## config.mk

```make
export PLATFORM = sky130hd
export DESIGN_NAME = hex_display_scheduler
export DESIGN_NICKNAME = d
export VERILOG_FILES = /design/src/rtl/hex_display_pkg.sv /design/src/rtl/hex_display_scheduler_rr_arbiter.sv /design/src/rtl/hex_display_scheduler.sv
export SDC_FILE = /design/constraint.sdc
export NUM_CORES = 1
export LEC_CHECK = 0
export ABC_AREA = 0
export BUFFER_PORTS_ARGS = -buffer_cell sky130_fd_sc_hd__buf_2
export CAP_MARGIN = 15
export CORE_MARGIN = 1
export CORE_UTILIZATION = 52
export DETAILED_ROUTE_END_ITERATION = 10
export PLACE_DENSITY = 0.8
export RECOVER_POWER = 50
export REMOVE_ABC_BUFFERS = 1
export SLEW_MARGIN = 25
export SYNTH_ARGS = -nofsm -noshare
export SYNTH_HDL_FRONTEND = slang
export SYNTH_SLANG_ARGS = --single-unit
```

## constraint.sdc

```tcl
create_clock -name clk -period 3.25 [get_ports clk]
set_clock_uncertainty 0.1 [all_clocks]
set_input_delay 0.325 -clock clk [delete_from_list [all_inputs] [get_ports clk]]
set_output_delay 0.325 -clock clk [all_outputs]
set_load 0.005 [all_outputs]
```

## src/rtl/hex_display_pkg.sv

```systemverilog
// Shared types and constants for the hex display scheduler.
package hex_display_pkg;

    // Scheduler FSM: waiting for a request, or showing a value for its hold time.
    typedef enum logic [0:0] {
        IDLE = 1'b0,
        HOLD = 1'b1
    } state_e;

    // Width of the value presented to the 4-digit hex display driver.
    localparam int DISP_W = 16;

    // Hold counter width; it must be able to store HOLD_CYCLES-1.
    function automatic int cnt_width(input int hold_cycles);
        return (hold_cycles < 1) ? 1 : $clog2(hold_cycles + 1);
    endfunction

endpackage

```

## src/rtl/hex_display_scheduler_rr_arbiter.sv

```systemverilog
// Combinational round-robin arbiter: the search starts one past the last
// winner and wraps modulo N. Implemented as rotate, pick lowest, rotate back.
module rr_arbiter #(
    parameter int N = 4,
    localparam int LW = $clog2(N)
) (
    input  logic [N-1:0]  req_i,
    input  logic [LW-1:0] last_i,
    input  logic          en_i,
    output logic [N-1:0]  gnt_o
);

    logic [LW-1:0] start_s;
    logic [N-1:0]  rot_s;
    logic [N-1:0]  pick_s;

    // Rotate requests so the highest-priority source lands at bit 0, keep the
    // lowest set bit, then rotate that single bit back to its source position.
    always_comb begin
        start_s = (last_i == LW'(N - 1)) ? {LW{1'b0}} : (last_i + LW'(1));
        rot_s   = N'({req_i, req_i} >> start_s);
        pick_s  = rot_s & (~rot_s + {{(N-1){1'b0}}, 1'b1});
        if (en_i) begin
            gnt_o = N'({pick_s, pick_s} >> (N - int'(start_s)));
        end else begin
            gnt_o = {N{1'b0}};
        end
    end

endmodule

```

## src/rtl/hex_display_scheduler.sv

```systemverilog
// Shares one 16-bit hex display between NUM_SRC producers. Round-robin grant
// over a valid/ready handshake; every accepted value stays on the display for
// at least HOLD_CYCLES clocks before another source may take over.
module hex_display_scheduler
    import hex_display_pkg::*;
#(
    parameter int  NUM_SRC     = 4,
    parameter int  HOLD_CYCLES = 25_000_000,
    localparam int SRC_W       = $clog2(NUM_SRC),
    localparam int CNT_W       = cnt_width(HOLD_CYCLES)
) (
    input  logic                      clk,
    input  logic                      rst_n,
    input  logic [NUM_SRC-1:0]        req_valid,
    input  logic [DISP_W*NUM_SRC-1:0] req_data,
    output logic [NUM_SRC-1:0]        req_ready,
    output logic [DISP_W-1:0]         disp_data,
    output logic [SRC_W-1:0]          disp_src,
    output logic                      disp_busy
);

    state_e              state_q, state_d;
    logic [CNT_W-1:0]    cnt_q, cnt_d;
    logic [DISP_W-1:0]   data_q, data_d;
    logic [SRC_W-1:0]    src_q, src_d;
    logic [SRC_W-1:0]    last_q, last_d;
    logic                busy_q, busy_d;

    logic                eligible_s;
    logic [NUM_SRC-1:0]  gnt_s;
    logic [SRC_W-1:0]    gnt_idx_s;
    logic                xfer_s;

    // A grant is possible when idle or once the hold has fully elapsed; while
    // reset is asserted no grant is offered at all.
    always_comb begin
        eligible_s = rst_n && ((state_q == IDLE) || (cnt_q == {CNT_W{1'b0}}));
    end

    rr_arbiter #(.N(NUM_SRC)) u_arb (
        .req_i  (req_valid),
        .last_i (last_q),
        .en_i   (eligible_s),
        .gnt_o  (gnt_s)
    );

    // Encode the one-hot grant into a source index; a transfer happens
    // whenever any grant is issued because grants only go to valid sources.
    always_comb begin
        gnt_idx_s = {SRC_W{1'b0}};
        for (int i = 0; i < NUM_SRC; i++) begin
            gnt_idx_s = gnt_idx_s | (gnt_s[i] ? SRC_W'(i) : {SRC_W{1'b0}});
        end
        xfer_s = |gnt_s;
    end

    // Next-state logic: load on transfer, count down the hold, fall back to
    // IDLE when the hold ends with nobody asking. Displayed value is retained.
    always_comb begin
        state_d = state_q;
        cnt_d   = cnt_q;
        data_d  = data_q;
        src_d   = src_q;
        last_d  = last_q;
        if (xfer_s) begin
            data_d  = req_data[DISP_W*gnt_idx_s +: DISP_W];
            src_d   = gnt_idx_s;
            last_d  = gnt_idx_s;
            cnt_d   = CNT_W'(HOLD_CYCLES - 1);
            state_d = HOLD;
        end else begin
            case (state_q)
                IDLE: begin
                    state_d = IDLE;
                end
                HOLD: begin
                    if (cnt_q != {CNT_W{1'b0}}) begin
                        cnt_d = cnt_q - CNT_W'(1);
                    end else begin
                        state_d = IDLE;
                    end
                end
                default: begin
                    state_d = IDLE;
                    cnt_d   = {CNT_W{1'b0}};
                end
            endcase
        end
        busy_d = (state_d == HOLD) && (cnt_d != {CNT_W{1'b0}});
    end

    // State, counter and display registers; reset clears the display at once
    // and gives source 0 first priority.
    always_ff @(posedge clk or negedge rst_n) begin
        if (!rst_n) begin
            state_q <= IDLE;
            cnt_q   <= {CNT_W{1'b0}};
            data_q  <= {DISP_W{1'b0}};
            src_q   <= {SRC_W{1'b0}};
            last_q  <= SRC_W'(NUM_SRC - 1);
            busy_q  <= 1'b0;
        end else begin
            state_q <= state_d;
            cnt_q   <= cnt_d;
            data_q  <= data_d;
            src_q   <= src_d;
            last_q  <= last_d;
            busy_q  <= busy_d;
        end
    end

    assign req_ready = gnt_s;
    assign disp_data = data_q;
    assign disp_src  = src_q;
    assign disp_busy = busy_q;

endmodule

```

== After elaboration in Yosys (flattened, before gate mapping) ==
Index checks and enable logic that the tools add are counted.

* Bits in registers: 47
* Output and inout bits: 23
* Word-level logic and storage cells: 37

* Add/sub/neg operators: 4
* Equal/unequal tests: 1
* Shifts and indexed selects: 3
* Mux-type cells: 11
* Bitwise operators: 5
* Reductions and logical operators: 7

{| class="wikitable"
|+ Operators with widths
! cell !! count
|-
| $mux W25 || 3
|-
| $shiftx A64 B7 Y16 || 1
|-
| $reduce_bool A25 Y1 || 2
|-
| $shr A8 B32 Y4 || 1
|-
| $logic_not A25 Y1 || 1
|-
| $sub A25 B1 Y25 const B || 1
|-
| $shr A8 B2 Y4 || 1
|-
| $mux W2 || 3
|-
| $add A4 B1 Y4 const B || 1
|-
| $and A4 B4 Y4 || 1
|-
| $mux W4 || 1
|-
| $not A4 Y4 || 1
|-
| $reduce_or A4 Y1 || 1
|-
| $sub A3 B2 Y4 const A || 1
|-
| $mux W1 || 3
|-
| $add A2 B1 Y2 const B || 1
|-
| $eq A2 B2 Y1 const B || 1
|-
| $logic_and A1 B1 Y1 || 2
|-
| $or A1 B2 Y2 || 1
|-
| $or A2 B2 Y2 || 1
|-
| $pmux W1 S2 || 1
|-
| $logic_or A1 B1 Y1 || 1
|-
| $not A1 Y1 || 1
|}

== Longest topological paths before layout ==
Gate-level depths: netlist of the first run.

* Word-level depth: 12
* Gate-level depth with buffers: 11
* Gate-level depth less buffers: 9

== Modules after synthesis ==
Synthesis of the first run repeated with hierarchy kept, for this count alone.

* Cell total of the unflattened synthesis: 345
* Area, all modules: 3,110.5 um2

{| class="wikitable"
|+ By module, submodules not included
! module !! instances !! cells an instance !! area each (um2) !! sequential area each (um2)
|-
| hex_display_scheduler || 1 || 290 || 2,751.4 || 1,178.6
|-
| rr_arbiter || 1 || 55 || 359.1 || 0.0
|}

== Worst setup path before layout of the first run ==
Ideal clock, no wire load.

* Path type: reg2reg
* Start: reg cnt_q[0]
* End: reg busy_q, in the netlist disp_busy
* Library setup time: 140 ps
* Arrival time: 2,605 ps
* Required time: 3,010 ps
* Path slack: 406 ps
* Cell stages (with the launch flop): 11
* Buffers on the path: 1
* Period minus slack after synthesis: 2,844 ps
* Path through: dfrtp_1 inv_1 ha_1 clkbuf_1 or3b_2 nor2_1 xnor2_1 a31oi_1 or3b_1 nor4b_2 a41oi_1

* Longest elaborated chain between the ends: 8
* Elaborated cells on any way between the ends: 15

{| class="wikitable"
|+ RTL lines
! item !! RTL line !! text
|-
| from (decl) || hex_display_scheduler.sv:23 || <nowiki>logic [CNT_W-1:0] cnt_q, cnt_d;</nowiki>
|-
| from (signal assigned) || hex_display_scheduler.sv:97 || <nowiki>cnt_q <= {CNT_W{1'b0}};</nowiki>
|-
| from (signal assigned) || hex_display_scheduler.sv:104 || <nowiki>cnt_q <= cnt_d;</nowiki>
|-
| branches (longest 7 deep; another with $sub A25 B1 Y25) || - ||
|-
| $logic_and A1 B1 Y1 (*) || hex_display_scheduler.sv:89 || <nowiki>busy_d = (state_d == HOLD) && (cnt_d != {CNT_W{1'b0}});</nowiki>
|-
| net busy_d || hex_display_scheduler.sv:27 || <nowiki>logic busy_q, busy_d;</nowiki>
|-
| to (signal assigned) || hex_display_scheduler.sv:108 || <nowiki>busy_q <= busy_d;</nowiki>
|-
| to (decl) || hex_display_scheduler.sv:27 ||
|}

Mark *: on every way through the listed nets, which the timed path passes.
A chain may end at the register's enable or synchronous reset.

== Worst setup path in the final report of the first run ==
Ends and elaborated chain as after synthesis.

==> summary.md, run 1 <==
| Metric | Value |
|---|---|
| Setup violators final | `0` |
| Busiest layer in global routing | `met2` |
| Starting Density | `roughly 54%` |
| First-pass detailed-route iteration total | `4` |
| R2R depth | `9` |
| Hold WS | `0.3077 ns` |
| Leakage power | `1.663 nW` |
| RSZ-0062 raised after global routing | `false` |
| GR Layer Usage met1 | `34.25%` |
| CP Max Fanout | `9` |
| Final period util | `93.38%` |
| Die footprint | `6396 µm²` |
| Global-route wire length before repair | `approximately 14000 µm` |
| Mean post-synth cell area | `between 8 and 9 µm²` |
| Crit path kind | `flip-flop to flip-flop` |
| Outcome | `finished clean` |
| Dpl cells | `519` |
| Worst-Skew Late Latency | `0.31 ns` |
| Core footprint | `5886 µm²` |
| Initial antenna violation count | `0` |
| Count leader, synth | `dfrtp_1` |
| Nets | `525` |
| Main synth FF type | `dfrtp_1` |
| Worst IR Drop VDD | `0.0004670 V` |
| Met2 Resource Use GR | `a little under half` |
| Async SR Flop Fraction | `100.0%` |
| Synth top area share | `35.62%` |
| CP cell instances | `inv_1, ha_1, or3b_2, nor2_1, xnor2_1, a31oi_1, or3b_1, nor4b_2, a41oi_1` |
| H-tree level count | `2` |
| Die height | `79.98 µm` |
| Diode count | `0` |
| Worst min path class | `primary input to flip-flop` |
| Total track usage | `27.44%` |
| Slowest-stage cell, CP | `or3b_2` |
| Routed wire per std cell | `15.75 µm` |
| Setup slack after layout | `0.2152 ns` |
| #FFs+latches synth | `47` |
| Final cell count without fillers | `528` |
| Pre-CTS setup slack | `0.2709 ns` |
| Vias per cell | `5.992` |
| Gr ovfl total | `0` |
| Port bufs | `92` |
| Met3 usage | `under 10%` |
| Largest area contributor in the netlist | `dfrtp_1` |
| Ranking of synthesized cells by area | `dfrtp_1, mux2i_1, nor2_1` |
| Max-slew violations | `0` |
| Via count | `about 3200` |
| Post-synthesis sequential area ratio | `about 37%` |
| Clk root buf | `clkbuf_8` |
| Die X | `approximately 80 µm` |
| Worst Tran Pin Value | `between 1 and 1.5 ns` |
| Global placement routability congestion | `0.9108` |
| Max Cap Viol | `0` |
| Vias in the first global route | `2951` |
| Post-synthesis instance total | `between 300 and 400` |
| Ports | `93` |
| Clk slew on worst S/H paths | `0.09 ns` |
| ANT nets after route | `0` |
| DRT iter0 DRCs | `256` |
| Row cnt | `28` |
| Worst slew margin | `roughly 17%` |
| Largest net degree at the start of global routing | `28` |
| Post-synth top cells | `dfrtp_1, nor2_1, nand2_1, a21oi_1` |
| Final WL | `8314 µm` |
| Worst Setup Start Kind | `flip-flop` |
| Crit end category | `flip-flop` |
| TritonCTS Buffers | `5` |
| Post-synth EDFFs | `0` |
| Final Hold Vio Count | `0` |
| CTS tree | `done` |
| Req. time, crit path | `3.33 ns` |
| Ys Warns | `0` |
| Fraction of layout cells with a size suffix above 1 | `26.27%` |
| Cell Area, Synth | `3162 µm²` |
| DRC violations left | `0` |
| Hold Path Depth | `4` |
| Clk buf depth | `2` |
| Sink Count | `47` |
| Critical Path Max Stage Delay | `0.53 ns` |
| Setup TNS | `0 ns` |
| Layout Area Growth over Synthesis | `20.70%` |
| Setup slack, reg-to-reg | `roughly 0.22 ns` |
| Power per cell area | `663.5 nW/µm²` |
| Worst Path Arrival | `3.12 ns` |
| Distinct cells, synth | `between 50 and 60` |
| Post-layout min period | `3.035 ns` |
| Fmax | `between 300 and 400 MHz` |
| Post-DP HPWL | `6259 µm` |
[sequential cells by signal (all words and copies together) (netlist names)]
register	flops
last_q	2
state_q	1
disp_src	2
disp_busy	1
cnt_q	25
disp_data	16
[power by group]
part	switching [mW]	internal, mW	leakage, nW
clock network	0.207	0.253	0.0618
registers	0.200	0.792	0.524
logic	0.592	0.488	1.08
total	0.999	1.53	1.66
[timing repair]
action                                  in CTS  in global routing
endpoints found under the hold margin       21                  0
buffers inserted                             0                  0
pin swaps                                    0                  0
endpoints found under the setup margin       1                  1
gates cloned                                 0                  0
resized for setup                            1                  1
hold buffers                                 1                  0
[stage by stage]
stage / total power [mW] / util [%] / area, µm²
CTS: 2.550 / 65.09 / 3831
global route: 2.715 / 64.84 / 3816
global placement: 2.059 / 62.76 / 3694
detailed placement: 2.087 / 62.76 / 3694
floorplan: 1.640 / - / 3019
finish: 2.532 / 64.84 / 3816
[critical path: cells and delay by family, from the launching register on]
family,cells,cell delay [ns]
simple gates,4,1.46
flops,1,0.46
fa+ha+maj,1,0.33
compound gates,2,0.24
xor+xnor,1,0.16
buf+inv,1,0.15
[worst paths after layout]
path	from	endpoint
hold reg to reg	last_q[1]	last_q[1]
setup reg to reg	cnt_q[0]	disp_busy
min in group asynchronous	rst_n	cnt_q[11]
max in group asynchronous	rst_n	disp_data[14]
setup / recovery	cnt_q[0]	disp_busy
hold / removal	req_data[26]	disp_data[10]
[cell families after synthesis]
family                   count (synthesis)  share of synthesized area [%]
multiplexers                            16                          5.065
AND/OR/NAND/NOR                        146                          24.34
adder cells (fa/ha/maj)                  3                          1.187
AO/OA/AOI/OAI                           94                          20.89
buffers and inverters                   38                          5.698
flip-flops                              47                          37.28
XOR/XNOR                                20                          5.540
[final cells by class]
cell class / count / area, µm²
fillers: 510 / 2069
multi-input cells: 279 / 1814
flip-flops and latches: 47 / 1179
repair buffers: 109 / 570.5
well taps: 75 / 93.84
clock buffers: 6 / 82.58
clock inverters: 2 / 38.79
inverters: 10 / 37.54
[cell usage in the layout (no fill, tap or decap), types with 11 or more instances in the layout]
master and n:
a21oi_1 23, buf_2 79, buf_4 15, clkbuf_1 14
dfrtp_1 45, mux2i_1 16, nand2_1 29, nor2_1 41
nor3_1 11, nor4_1 15, o21a_1 17, o32ai_1 17
xnor2_1 13
[layer usage]
| metal | wire length, µm | share of wire, % |
|---|---|---|
| met4 | 158 | 1.9 |
| met5 | 0 | 0 |
| met1 | 3445 | 41 |
| met3 | 494 | 5.9 |
| met2 | 4216 | 51 |
(Power assumes the default switching activity.)
==> run 2: changes to the inputs <==
==> constraint.sdc (replaced) <==
create_clock -name clk -period 3.25 [get_ports clk]
set_clock_uncertainty 0.1 [all_clocks]
set_input_delay 0.325 -clock clk [delete_from_list [all_inputs] [get_ports clk]]
set_output_delay 0.325 -clock clk [all_outputs]
set_load 0.1 [all_outputs]
==> summary.md, run 2 (same netlist as run 1, synthesis figures left out) <==
| Metric | Value |
|---|---|
| Util after Layout | `between 60% and 70%` |
| Final period util | `94.77%` |
| Die height | `79.98 µm` |
| Sink Count | `47` |
| Outcome | `finished clean` |
| FILL cells | `507` |
| Clk slew on worst S/H paths | `0.09 ns` |
| Row cnt | `28` |
| Area of the multi-input gates | `between 1500 and 2000 µm²` |
| Postcts setup bufs | `0` |
| Max-slew violations | `0` |
| Ports | `93` |
| Clk buf depth | `2` |
| Global placement routability congestion | `roughly 0.92` |
| CTS tree | `done` |
| Power per cell area | `approximately 860 nW/µm²` |
| Port bufs | `92` |
| Die footprint | `6396 µm²` |
| Setup slack, reg-to-reg | `0.17 ns` |
| Worst Setup Start Kind | `flip-flop` |
| CP Max Fanout | `9` |
| Worst Tran Pin Value | `1.190 ns` |
| Fraction of layout cells with a size suffix above 1 | `26.54%` |
| Total track usage | `29.79%` |
| Area after DPL | `3789 µm²` |
| H-tree level count | `2` |
| Die X | `about 80 µm` |
| Vias per cell | `6.055` |
| Initial antenna violation count | `0` |
| Met2 Resource Use GR | `between 40% and 50%` |
| DRT iter0 DRCs | `215` |
| First-pass detailed-route iteration total | `4` |
| Crit end category | `flip-flop` |
| RSZ-0062 raised after global routing | `false` |
| Final Hold Vio Count | `0` |
| Routed wire per std cell | `16.47 µm` |
| Largest net degree at the start of global routing | `31` |
| ANT nets after route | `0` |
| Clk root buf | `clkbuf_8` |
| Nets | `528` |
| Most frequent cells in the layout | `buf_2, dfrtp_1, nor2_1` |
| Worst Path Arrival | `3.14 ns` |
| Worst min path class | `primary input to flip-flop` |
| Fmax | `324.7 MHz` |
| Total design power | `3.337 mW` |
| Worst IR Drop VDD | `0.0008424 V` |
| Crit path kind | `flip-flop to flip-flop` |
| Core footprint | `5886 µm²` |
| GR Layer Usage met1 | `39.32%` |
| Setup violators final | `0` |
| Global-route wire length before repair | `14840 µm` |
| Post-DP HPWL | `6552 µm` |
| Largest register FFs | `25` |
| Max Cap Viol | `0` |
| Vias in the first global route | `between 3000 and 4000` |
| Hold WS | `0.3163 ns` |
| Via count | `about 3200` |
| Final WL | `8747 µm` |
| Finished Cell Area | `between 3000 and 4000 µm²` |
| Gr ovfl total | `0` |
| Layout Area Growth over Synthesis | `22.64%` |
| Register area | `1179 µm²` |
| Met3 usage | `4.686%` |
| TritonCTS Buffers | `5` |
| Req. time, crit path | `3.31 ns` |
| DRC violations left | `0` |
| Largest register by flop count | `cnt_q` |
| Leading cell type in the layout, fill and taps excluded | `buf_2` |
| Diode count | `0` |
| Starting Density | `53.72%` |
| Worst-Skew Late Latency | `0.30 ns` |
| Post-layout min period | `around 3 ns` |
| Leakage power | `1.677 nW` |
| Busiest layer in global routing | `met2` |
| Worst slew margin | `20.99%` |
-- run 2: changes by cell type in the layout (fill, tap and decap cells not counted) --
cell and change:
nor4_2 -1, nor4b_2 +1, clkinv_2 +1, or3_1 +1, inv_6 -1, nor4b_1 -1, nor4_1 +1, buf_4 +2
bufinv_16 -1, or3_4 -1, buf_2 -3, buf_12 +5
-- run 2: final timing paths --
| check | start | endpoint | cells past startpoint |
|---|---|---|---|
| min in group asynchronous | rst_n | cnt_q[17] | 3 |
| max | cnt_q[0] | disp_busy | 9 |
| max reg2reg | cnt_q[0] | disp_busy | 9 |
| min reg2reg | last_q[1] | last_q[1] | 2 |
| max in group asynchronous | rst_n | cnt_q[7] | 3 |
| min | req_data[16] | disp_data[0] | 4 |
-- run 2: cell type report --
cell class / count / share of cell area [%]
multi-input cells: 279 / 46.66
inverters: 10 / 0.9681
clock buffers: 7 / 2.227
well taps: 75 / 2.420
flip-flops and latches: 47 / 30.40
repair buffers: 112 / 17.20
clock inverters: 1 / 0.1291
-- run 2: routing by layer --
metal / vias up / routed length (µm) / share of wire [%]
li1: 1530 / - / -
met2: 134 / 4139 / 47
met3: 19 / 518 / 5.9
met1: 1532 / 3882 / 44
met4: 0 / 206 / 2.4
met5: - / 0 / 0
-- run 2: timing repair --
item                                    4_1_cts  5_1_grt
endpoints found under the hold margin        44        0
resized for setup                             0        1
hold buffers                                  1        0
endpoints found under the setup margin        0        1
-- run 2: where the power goes --
| group | total (mW) | internal (mW) | leakage [nW] | switching, mW |
|---|---|---|---|---|
| registers | 1.01 | 0.792 | 0.524 | 0.217 |
| logic | 1.96 | 0.493 | 1.11 | 1.47 |
| clock network | 0.369 | 0.172 | 0.0482 | 0.197 |
| total | 3.34 | 1.46 | 1.68 | 1.88 |
-- run 2: through the flow --
stage / TNS (ns) / instances / setup slack [ns]
3_3_place_gp: 0 / 522 / 0.3206
4_1_cts: 0 / 531 / 0.1841
6_report: 0 / 531 / 0.1698
2_1_floorplan: -5.812 / 336 / -0.3266
3_5_place_dp: 0 / 522 / 0.2409
5_1_grt: 0 / 531 / 0.009454
-- run 2: critical path: stages, from the launching register on --
cell     delay [ns]
dfrtp_1        0.45
inv_1          0.14
ha_1           0.35
or3b_2         0.54
nor2_1         0.29
xnor2_1        0.18
a31oi_1        0.10
or3b_1         0.40
nor4b_2        0.25
a41oi_1        0.13
==> run 3: changes to the inputs <==
--- a/config.mk
+++ b/config.mk
@@ -8,7 +8,7 @@
 export ABC_AREA = 0
 export BUFFER_PORTS_ARGS = -buffer_cell sky130_fd_sc_hd__buf_2
 export CAP_MARGIN = 15
-export CORE_MARGIN = 1
+export CORE_MARGIN = 3
 export CORE_UTILIZATION = 52
 export DETAILED_ROUTE_END_ITERATION = 10
 export PLACE_DENSITY = 0.8
==> summary.md, run 3 (same netlist as run 1, synthesis figures left out) <==
| Metric | Value |
|---|---|
| Outcome | `finished clean` |
| Die footprint | `7052 µm²` |
| Setup violators final | `0` |
| Req. time, crit path | `3.31 ns` |
| Finished Cell Area | `approximately 3900 µm²` |
| Setup crit end | `disp_busy` |
| Setup crit start | `cnt_q[0]` |
| Starting Density | `55.38%` |
| Fmax | `approximately 330 MHz` |
| Leakage power | `1.676 nW` |
| Leading cell type in the layout, fill and taps excluded | `buf_2` |
| Worst Path Arrival | `between 3 and 4 ns` |
| R2R depth | `8` |
| Port bufs | `92` |
| Max-slew violations | `0` |
| Worst min path class | `primary input to flip-flop` |
| Pre-CTS setup slack | `roughly 0.23 ns` |
| Register area | `1179 µm²` |
| Global placement routability congestion | `0.9266` |
| Global-route wire length before repair | `15140 µm` |
| Ports | `93` |
| Routed wire per std cell | `between 15 and 20 µm` |
| Slowest-stage cell, CP | `or3b_2` |
| Worst slew margin | `~1.3%` |
| Crit path kind | `flip-flop to flip-flop` |
| Worst Tran Pin Value | `approximately 1.5 ns` |
| Largest register FFs | `25` |
| Worst IR Drop VDD | `0.0008849 V` |
| Initial antenna violation count | `0` |
| CP cell instances | `inv_1, ha_1, or3b_2, or4_1, xor2_1, a31oi_1, nor4b_2, a41oi_1` |
| Critical Path Max Stage Delay | `0.55 ns` |
| Row cnt | `27` |
| DRC violations left | `0` |
| Reg2Reg Capture Point | `disp_busy` |
| Setup slack, reg-to-reg | `0.19 ns` |
| Setup slack after layout | `0.1914 ns` |
| H-tree level count | `2` |
| Fraction of layout cells with a size suffix above 1 | `26.75%` |
| Crit end category | `flip-flop` |
| FILL cells | `494` |
| Reg-to-Reg Start | `cnt_q[0]` |
| Layout Area Growth over Synthesis | `22.36%` |
| Via count | `3250` |
| ANT nets after route | `0` |
| CTS tree | `done` |
| Die X | `between 80 and 90 µm` |
| Final Hold Vio Count | `0` |
| Largest register by flop count | `cnt_q` |
| Sink Count | `47` |
| Diode count | `0` |
| Clk slew on worst S/H paths | `0.09 ns` |
| Post-layout min period | `3.059 ns` |
| Area after DPL | `~3800 µm²` |
| Final period util | `94.11%` |
| CP Max Fanout | `9` |
| Die height | `approximately 84 µm` |
| Power per cell area | `863.2 nW/µm²` |
| Worst-Skew Late Latency | `0.30 ns` |
| RSZ-0062 raised after global routing | `false` |
| Gr ovfl total | `0` |
| Total track usage | `26.02%` |
| Clk buf depth | `2` |
| Worst Setup Start Kind | `flip-flop` |
| Clk root buf | `clkbuf_8` |
| TritonCTS Buffers | `5` |
| Final WL | `just over 9000 µm` |
| DRT iter0 DRCs | `193` |
| Max Cap Viol | `0` |
| First-pass detailed-route iteration total | `5` |
| Area of the multi-input gates | `1813 µm²` |
| Largest net degree at the start of global routing | `30` |
| Vias in the first global route | `about 3100` |
| Nets | `529` |
| Vias per cell | `6.155` |
| Most frequent cells in the layout | `buf_2, dfrtp_1, nor2_1` |
| Post-DP HPWL | `6928 µm` |
| Core footprint | `5709 µm²` |
## run 3: critical path: cells and delay by family (launching register included)
kind / cells / cell delay (ns)
DFF: 1 / 0.47
buffers and inverters: 1 / 0.15
xor gates and xnor gates: 1 / 0.19
and+or+nand+nor: 3 / 1.37
AOI/OAI and AO/OA: 2 / 0.31
adders and majority gates: 1 / 0.34
## run 3: cell type report
cell class | instances | area share (%)
inverter | 10 | 0.9702
timing repair buffer | 113 | 17.11
tap | 72 | 2.329
multi-input combinational | 279 | 46.86
sequential | 47 | 30.47
clock buffer | 6 | 2.135
clock inverter | 1 | 0.1294
## run 3: repair_timing
item                                    in CTS  in global routing
hold endpoints to repair                    45                  0
endpoints found under the setup margin       0                  9
buffers inserted                             0                  3
resized for setup                            0                  2
hold buffers                                 1                  0
## run 3: report_power, final
part	internal (mW)	total (mW)	leakage (nW)	switching (mW)
registers	0.792	0.990	0.524	0.198
clock network	0.167	0.350	0.0470	0.183
logic	0.501	2.00	1.11	1.50
## run 3: worst min path at each step
stage	slack, ns	depth (start not counted)	to	from
3_3_place_gp	0.26	2	disp_src[0]	rst_n
6_report	0.32	4	disp_data[10]	req_data[26]
4_1_cts	0.32	4	disp_data[10]	req_data[26]
2_1_floorplan	-0.07	0	cnt_q[0]	rst_n
3_5_place_dp	0.26	2	disp_src[0]	rst_n
5_1_grt	0.34	4	disp_data[5]	req_data[21]
## run 3: metal layers
| layer | track usage (%) | part of all wire (%) |
|---|---|---|
| met4 | 6.140 | 1.9 |
| met5 | 0 | 0 |
| met3 | 4.146 | 5.9 |
| met2 | 42.08 | 49 |
| met1 | 36.62 | 43 |
## run 3: metrics by stage
step                      util [%]  hold WS, ns  setup TNS, ns  power [mW]  cells
after CTS                    67.52       0.3184              0       3.355    525
after global routing         67.76       0.3376              0       3.529    528
after global placement       65.81       0.2621              0       2.968    517
after detailed placement     65.81       0.2641              0       3.001    517
after floorplan                  -     -0.07059         -5.812       2.506    336
final                        67.76       0.3205              0       3.340    528
